### src/rtl/cpu_pkg.sv
// cpu_pkg: shared widths, instruction encodings and the fetch state enum
// for the 16-bit pipelined processor.
package cpu_pkg;

  localparam int WORD_W = 16;

  localparam logic [WORD_W-1:0] NOP_INSTR  = 16'h0800;
  localparam logic [WORD_W-1:0] HALT_INSTR = 16'h0000;

  typedef enum logic [1:0] {
    FETCH,
    WAIT,
    HALTED
  } fetch_state_t;

endpackage

### src/rtl/fetch_skid.sv
// fetch_skid: one-entry holding register that parks a fetched word (and its
// PC+2) while decode is stalled.
module fetch_skid
  import cpu_pkg::*;
(
  input  logic              i_clk,
  input  logic              i_rst_n,
  input  logic              i_load,
  input  logic              i_drain,
  input  logic              i_clear,
  input  logic [WORD_W-1:0] i_instr,
  input  logic [WORD_W-1:0] i_pc_plus2,
  output logic [WORD_W-1:0] o_instr,
  output logic [WORD_W-1:0] o_pc_plus2,
  output logic              o_full
);

  logic              r_full;
  logic [WORD_W-1:0] r_instr;
  logic [WORD_W-1:0] r_pc_plus2;

  // A redirect must beat a same-cycle load so that no wrong-path word survives.
  always_ff @(posedge i_clk or negedge i_rst_n) begin
    if (!i_rst_n) begin
      r_full     <= 1'b0;
      r_instr    <= '0;
      r_pc_plus2 <= '0;
    end else if (i_clear) begin
      r_full <= 1'b0;
    end else if (i_load) begin
      r_full     <= 1'b1;
      r_instr    <= i_instr;
      r_pc_plus2 <= i_pc_plus2;
    end else if (i_drain) begin
      r_full <= 1'b0;
    end
  end

  assign o_instr    = r_instr;
  assign o_pc_plus2 = r_pc_plus2;
  assign o_full     = r_full;

endmodule

### src/rtl/fetch_stage.sv
// fetch_stage: PC, imem req/ready handshake and IF/ID register for decode.
// Optional FETCH_ALIGN_CHECK_EN: an odd redirect target sets sticky err and halts.
module fetch_stage #(
  parameter logic [cpu_pkg::WORD_W-1:0] RESET_PC  = 16'h0000,
  parameter logic [cpu_pkg::WORD_W-1:0] NOP_INSTR = cpu_pkg::NOP_INSTR
) (
  input  logic                       clk,
  input  logic                       rst,
  input  logic                       stall,
  input  logic                       redirect,
  input  logic [cpu_pkg::WORD_W-1:0] redirect_pc,
  input  logic                       halt_in,
  output logic                       imem_req,
  output logic [cpu_pkg::WORD_W-1:0] imem_addr,
  input  logic [cpu_pkg::WORD_W-1:0] imem_rdata,
  input  logic                       imem_ready,
  output logic [cpu_pkg::WORD_W-1:0] instr,
  output logic [cpu_pkg::WORD_W-1:0] pc_plus2,
  output logic                       valid,
  output logic                       err
);

  import cpu_pkg::*;

  fetch_state_t      r_state;
  logic              r_kill;
  logic [WORD_W-1:0] r_pc;
  logic [WORD_W-1:0] r_req_addr;
  logic [WORD_W-1:0] r_instr;
  logic [WORD_W-1:0] r_pc_plus2;
  logic              r_valid;

  logic              w_active;
  logic              w_issue;
  logic              w_capture;
  logic              w_skid_load;
  logic              w_skid_drain;
  logic              w_skid_clear;
  logic              w_skid_full;
  logic [WORD_W-1:0] w_skid_instr;
  logic [WORD_W-1:0] w_skid_pc_plus2;
  logic [WORD_W-1:0] w_pc_next;
  logic [WORD_W-1:0] w_target;
  logic              w_misaligned;

  assign w_target  = {redirect_pc[WORD_W-1:1], 1'b0};
  assign w_pc_next = r_pc + 16'd2;

`ifdef FETCH_ALIGN_CHECK_EN
  assign w_misaligned = redirect_pc[0];
`else
  logic w_unused_pc_lsb;
  assign w_unused_pc_lsb = redirect_pc[0];
  assign w_misaligned    = 1'b0;
`endif

  // Gating with rst keeps the request low for the whole reset window; a new
  // request is never started in a cycle that is about to redirect or halt.
  assign w_active  = rst && (r_state != HALTED);
  assign w_issue   = w_active && (r_state == FETCH) && !stall && !w_skid_full &&
                     !redirect && !halt_in;
  assign imem_req  = w_issue || (w_active && (r_state == WAIT));
  assign imem_addr = (r_state == WAIT) ? r_req_addr : r_pc;

  assign w_capture    = imem_req && imem_ready && !r_kill && !redirect && !halt_in;
  assign w_skid_load  = w_capture && stall;
  assign w_skid_drain = w_active && w_skid_full && !stall && !redirect && !halt_in;
  assign w_skid_clear = w_active && redirect;

  fetch_skid u_skid (
    .i_clk      (clk),
    .i_rst_n    (rst),
    .i_load     (w_skid_load),
    .i_drain    (w_skid_drain),
    .i_clear    (w_skid_clear),
    .i_instr    (imem_rdata),
    .i_pc_plus2 (w_pc_next),
    .o_instr    (w_skid_instr),
    .o_pc_plus2 (w_skid_pc_plus2),
    .o_full     (w_skid_full)
  );

  // Priority inside a live state: redirect, then halt, then capture/drain/bubble.
  always_ff @(posedge clk or negedge rst) begin
    if (!rst) begin
      r_state    <= FETCH;
      r_kill     <= 1'b0;
      r_pc       <= RESET_PC;
      r_req_addr <= RESET_PC;
      r_instr    <= NOP_INSTR;
      r_pc_plus2 <= '0;
      r_valid    <= 1'b0;
    end else if (r_state != HALTED) begin
      if (redirect) begin
        r_pc    <= w_target;
        r_instr <= NOP_INSTR;
        r_valid <= 1'b0;
        if (w_misaligned) begin
          r_state <= HALTED;
          r_kill  <= 1'b0;
        end else if ((r_state == WAIT) && !imem_ready) begin
          r_state <= WAIT;
          r_kill  <= 1'b1;
        end else begin
          r_state <= FETCH;
          r_kill  <= 1'b0;
        end
      end else if (halt_in) begin
        r_state <= HALTED;
        r_kill  <= 1'b0;
      end else begin
        if (w_capture) begin
          r_pc <= w_pc_next;
        end
        if (w_capture && !stall) begin
          r_instr    <= imem_rdata;
          r_pc_plus2 <= w_pc_next;
          r_valid    <= 1'b1;
        end else if (!stall && w_skid_full) begin
          r_instr    <= w_skid_instr;
          r_pc_plus2 <= w_skid_pc_plus2;
          r_valid    <= 1'b1;
        end else if (!stall) begin
          r_instr <= NOP_INSTR;
          r_valid <= 1'b0;
        end
        if ((r_state == FETCH) && w_issue && !imem_ready) begin
          r_state    <= WAIT;
          r_req_addr <= r_pc;
        end else if ((r_state == WAIT) && imem_ready) begin
          r_state <= FETCH;
          r_kill  <= 1'b0;
        end
      end
    end
  end

`ifdef FETCH_ALIGN_CHECK_EN
  logic r_err;

  always_ff @(posedge clk or negedge rst) begin
    if (!rst) begin
      r_err <= 1'b0;
    end else if ((r_state != HALTED) && redirect && w_misaligned) begin
      r_err <= 1'b1;
    end
  end

  assign err = r_err;
`else
  assign err = 1'b0;
`endif

  assign instr    = r_instr;
  assign pc_plus2 = r_pc_plus2;
  assign valid    = r_valid;

endmodule

### config.mk
export PLATFORM = sky130hd
export DESIGN_NAME = fetch_stage
export DESIGN_NICKNAME = d
export VERILOG_FILES = /design/src/rtl/cpu_pkg.sv /design/src/rtl/fetch_skid.sv /design/src/rtl/fetch_stage.sv
export SDC_FILE = /design/constraint.sdc
export NUM_CORES = 1
export LEC_CHECK = 0
export BUFFER_PORTS_ARGS = -buffer_cell sky130_fd_sc_hd__buf_2
export CORE_MARGIN = 4
export CORE_UTILIZATION = 25
export DETAILED_ROUTE_END_ITERATION = 16
export GPL_TIMING_DRIVEN = 0
export PLACE_DENSITY_LB_ADDON = 0.05
export SYNTH_ARGS = -nofsm -noshare
export SYNTH_HDL_FRONTEND = slang
export SYNTH_SLANG_ARGS = --single-unit
### constraint.sdc
create_clock -name clk -period 1.7 [get_ports clk]
set_input_delay 0.17 -clock clk [delete_from_list [all_inputs] [get_ports clk]]
set_output_delay 0.17 -clock clk [all_outputs]
set_load 0.05 [all_outputs]
==> out/results.ini <==
[yosys]
synth_edf_count=0
netlist_instances=435
synth-seq-cells=97
synth-main-ff-cell=dfrtp_1
async_flop_share=1.00
synth_cell_types=62
yosysWarnings=0
syn_area_per_cell_sq_um=11.3
syn-cell-area_sq_mm=0.00492
seq_area_frac_synth=0.494

[cells_and_area]
insertedDiodeCount=0
utilization=0.359
areaGrowthSynthToFinish_pct=41.6
finalNetCount=604
drive_above_1_share=0.477

[timing]
max_freq_mhz=531
drv_slew=0
worst_slew_pin_slew_ps=542
slew_headroom=0.638
finClkSkew_ps=6.26
fin_crit_sh=1.11
finalSetupViolCount=64
min_period_ps=1880
holdWs_ps=55.2
hold_viol=0
finalWorstSetupSlack_ps=-182
rsz0062_at_grt=yes

[route]
wl_per_cell_microns=18.3
wirelength_mm=15.3
dr.pass1.iters=5
dr.first_iter.drc_count=331
vias_per_cell=4.67
via_count=3902
ant_nets=0
drcViolationCount=0

[global_routing]
track_usage=0.140
grt_overflow_total=0
grt_max_degree=58
grt_pass1_vias=4206
grt_pass1_wl_mm=24.0
antenna_found_initial=1

[critical_path]
worstPathArrival_ps=1710
path_cells=and2b_2 -> buf_6 -> buf_6 -> mux2_4 -> buf_8
critPathKind=flop to output port
critPathSlowestCell=dfrtp_1
required_ps=1530
cp_num_buf_inv=3
crit_path_max_incr_delay_ps=390
crit_path_frequent_cell=buf_6
cp_top_family=buffers and inverters
critPathMaxFanout=5
end_kind=output port
crit_path_start_kind=flop

[power_and_ir_drop]
p_comb_frac=0.116
power_frac_seq=0.451
swShare=0.265
p_total_uw=5280
leakagePower_uw=0.00340
clkPwrFrac=0.433
p_switching_uw=1400
irDropWorstVdd_mv=0.619
power.density_mw_per_mm2=759
p_int_uw=3880

[clocking]
cts.sinks=97
htreeDepth=3
cts_tree=yes
clk-insertion-delay-late_ps=360
cts_buffers=9
clk_pin_slew_worst_paths_ps=70
cts_root_buffer=clkbuf_16
clk_path_buf_depth=2

[floorplanning]
io_pins=89
start_util=0.253
core_area_sq_mm=0.0194
die-width_microns=148
placementRows=51
die_area_sq_mm=0.0220
die_h_microns=148

[place]
hpwl_mm=10.4
post-place-ws_ps=-550
globalplace.congestion=0.783
portBuffers=84

[worst_hold_path]
hold_path_class=input pin to flop

[status]
status=complete, but fails checks
violations=setup timing

[flow_run]
drv_cap=0

-- registers in the layout, indices dropped and copies added, names as in the netlist, 2 cells and up --
name               flops
u_skid.o_pc_plus2     15
instr                 16
pc_plus2              15
u_skid.o_instr        16
r_state                2
r_pc                  15
r_req_addr            15
-- cells in the mapped netlist, types with 3 or more instances --
library cell	number	share of area
dfrtp_1	96	0.49
nand2_1	42	0.032
mux2_2	26	0.060
inv_1	24	0.018
o21ai_0	22	0.022
mux2_4	20	0.061
nor2_1	18	0.014
nor3_1	17	0.017
a222oi_1	15	0.031
a21oi_1	14	0.014
buf_2	14	0.014
clkbuf_1	8	0.0061
nand3_1	8	0.0081
buf_4	7	0.011
o221ai_1	7	0.012
xnor2_1	7	0.012
a221oi_2	6	0.018
buf_6	6	0.014
a22o_1	5	0.0089
o21a_1	5	0.0076
o31ai_2	5	0.013
a31oi_1	4	0.0051
mux2i_1	3	0.0061
nand4_1	3	0.0038
nor2b_1	3	0.0038
nor4_1	3	0.0038
-- final cells by class --
type	count	area, sq um
plain buffers	36	354
inverters	24	90.1
clock buffers	9	225
well taps	265	332
clock inverters	7	103
flip-flops and latches	97	2430
multi-input cells	281	2470
repair buffers	116	956
fillers	2021	12400
-- logic make-up after synthesis --
logic type                 synth area share
and+or+nand+nor                       0.128
buffers and inverters                0.0641
AOI/OAI and AO/OA                     0.168
DFF                                   0.494
other                              0.000763
xor gates and xnor gates             0.0160
muxes                                 0.127
adders and majority gates           0.00254
-- what timing repair did --
action	CTS	global route
hold buffers	2	0
gates cloned	2	3
pin swaps	7	2
setup buffers	18	7
setup endpoints to repair	88	90
resized for setup	112	51
hold endpoints to repair	41	0
-- worst reg2reg max path: stages (launching register included) --
cell and delay (ps):
dfrtp_1 360, buf_4 190, and4bb_4 240, buf_12 130, and3_1 170, buf_6 130, buf_8 140, a222oi_1 270
inv_1 80
-- per-layer routing --
layer  routed length, microns  vias to the layer above  GRT usage
met3                      660                       14     0.0323
li1                         -                     1842          -
met5                        0                        -          0
met4                      177                        0     0.0333
met1                     7080                     1960      0.185
met2                     7380                       86      0.235
-- path summary, 6_finish.rpt --
kind | from | end | slack, ps | cells after the start
max | r_state[1] | imem_addr[5] | -180 | 5
min reg2reg | pc_plus2[4] | pc_plus2[4] | 480 | 1
min in group asynchronous | rst | r_req_addr[14] | 580 | 3
min | imem_rdata[0] | instr[0] | 60 | 3
max reg2reg | r_state[1] | instr[12] | -120 | 8
max in group asynchronous | rst | instr[11] | 770 | 3
-- through the flow --
stage,setup TNS [ps],instance area (sq um),instances
after floorplan,-282,4920,437
after global placement,-257020,5680,786
after detailed placement,-34770,5710,787
after CTS,-5100,6680,825
after global routing,-11670,6960,835
final,-6490,6960,835
-- power by group through the flow --
| stage | clock, uW | sequential [uW] | combinational (uW) |
|---|---|---|---|
| 2_1_floorplan | 0 | 2410 | 291 |
| 3_3_place_gp | 0 | 2420 | 490 |
| 3_5_place_dp | 0 | 2420 | 499 |
| 4_1_cts | 2380 | 2380 | 609 |
| 5_1_grt | 2460 | 2390 | 662 |
| 6_report | 2290 | 2380 | 613 |
-- cells in the final DEF (no fill, tap or decap), drive strengths merged, types with 3 or more instances in the layout --
master,synthesis,final
nor3,18,18
clkbuf,9,23
nand4,5,6
a31oi,4,4
mux2i,3,3
a22o,5,5
mux2,46,46
a21oi,14,14
o221ai,7,7
a221oi,6,6
a222oi,15,15
nor4,5,5
o31ai,7,7
o21ai,26,26
conb,1,3
nor2b,4,4
xnor2,7,7
nand2,42,42
buf,27,136
nor2,19,19
nand3,10,10
inv,24,26
dfrtp,96,96
o21a,5,5
No activity file was read; power rests on OpenSTA's default activity.
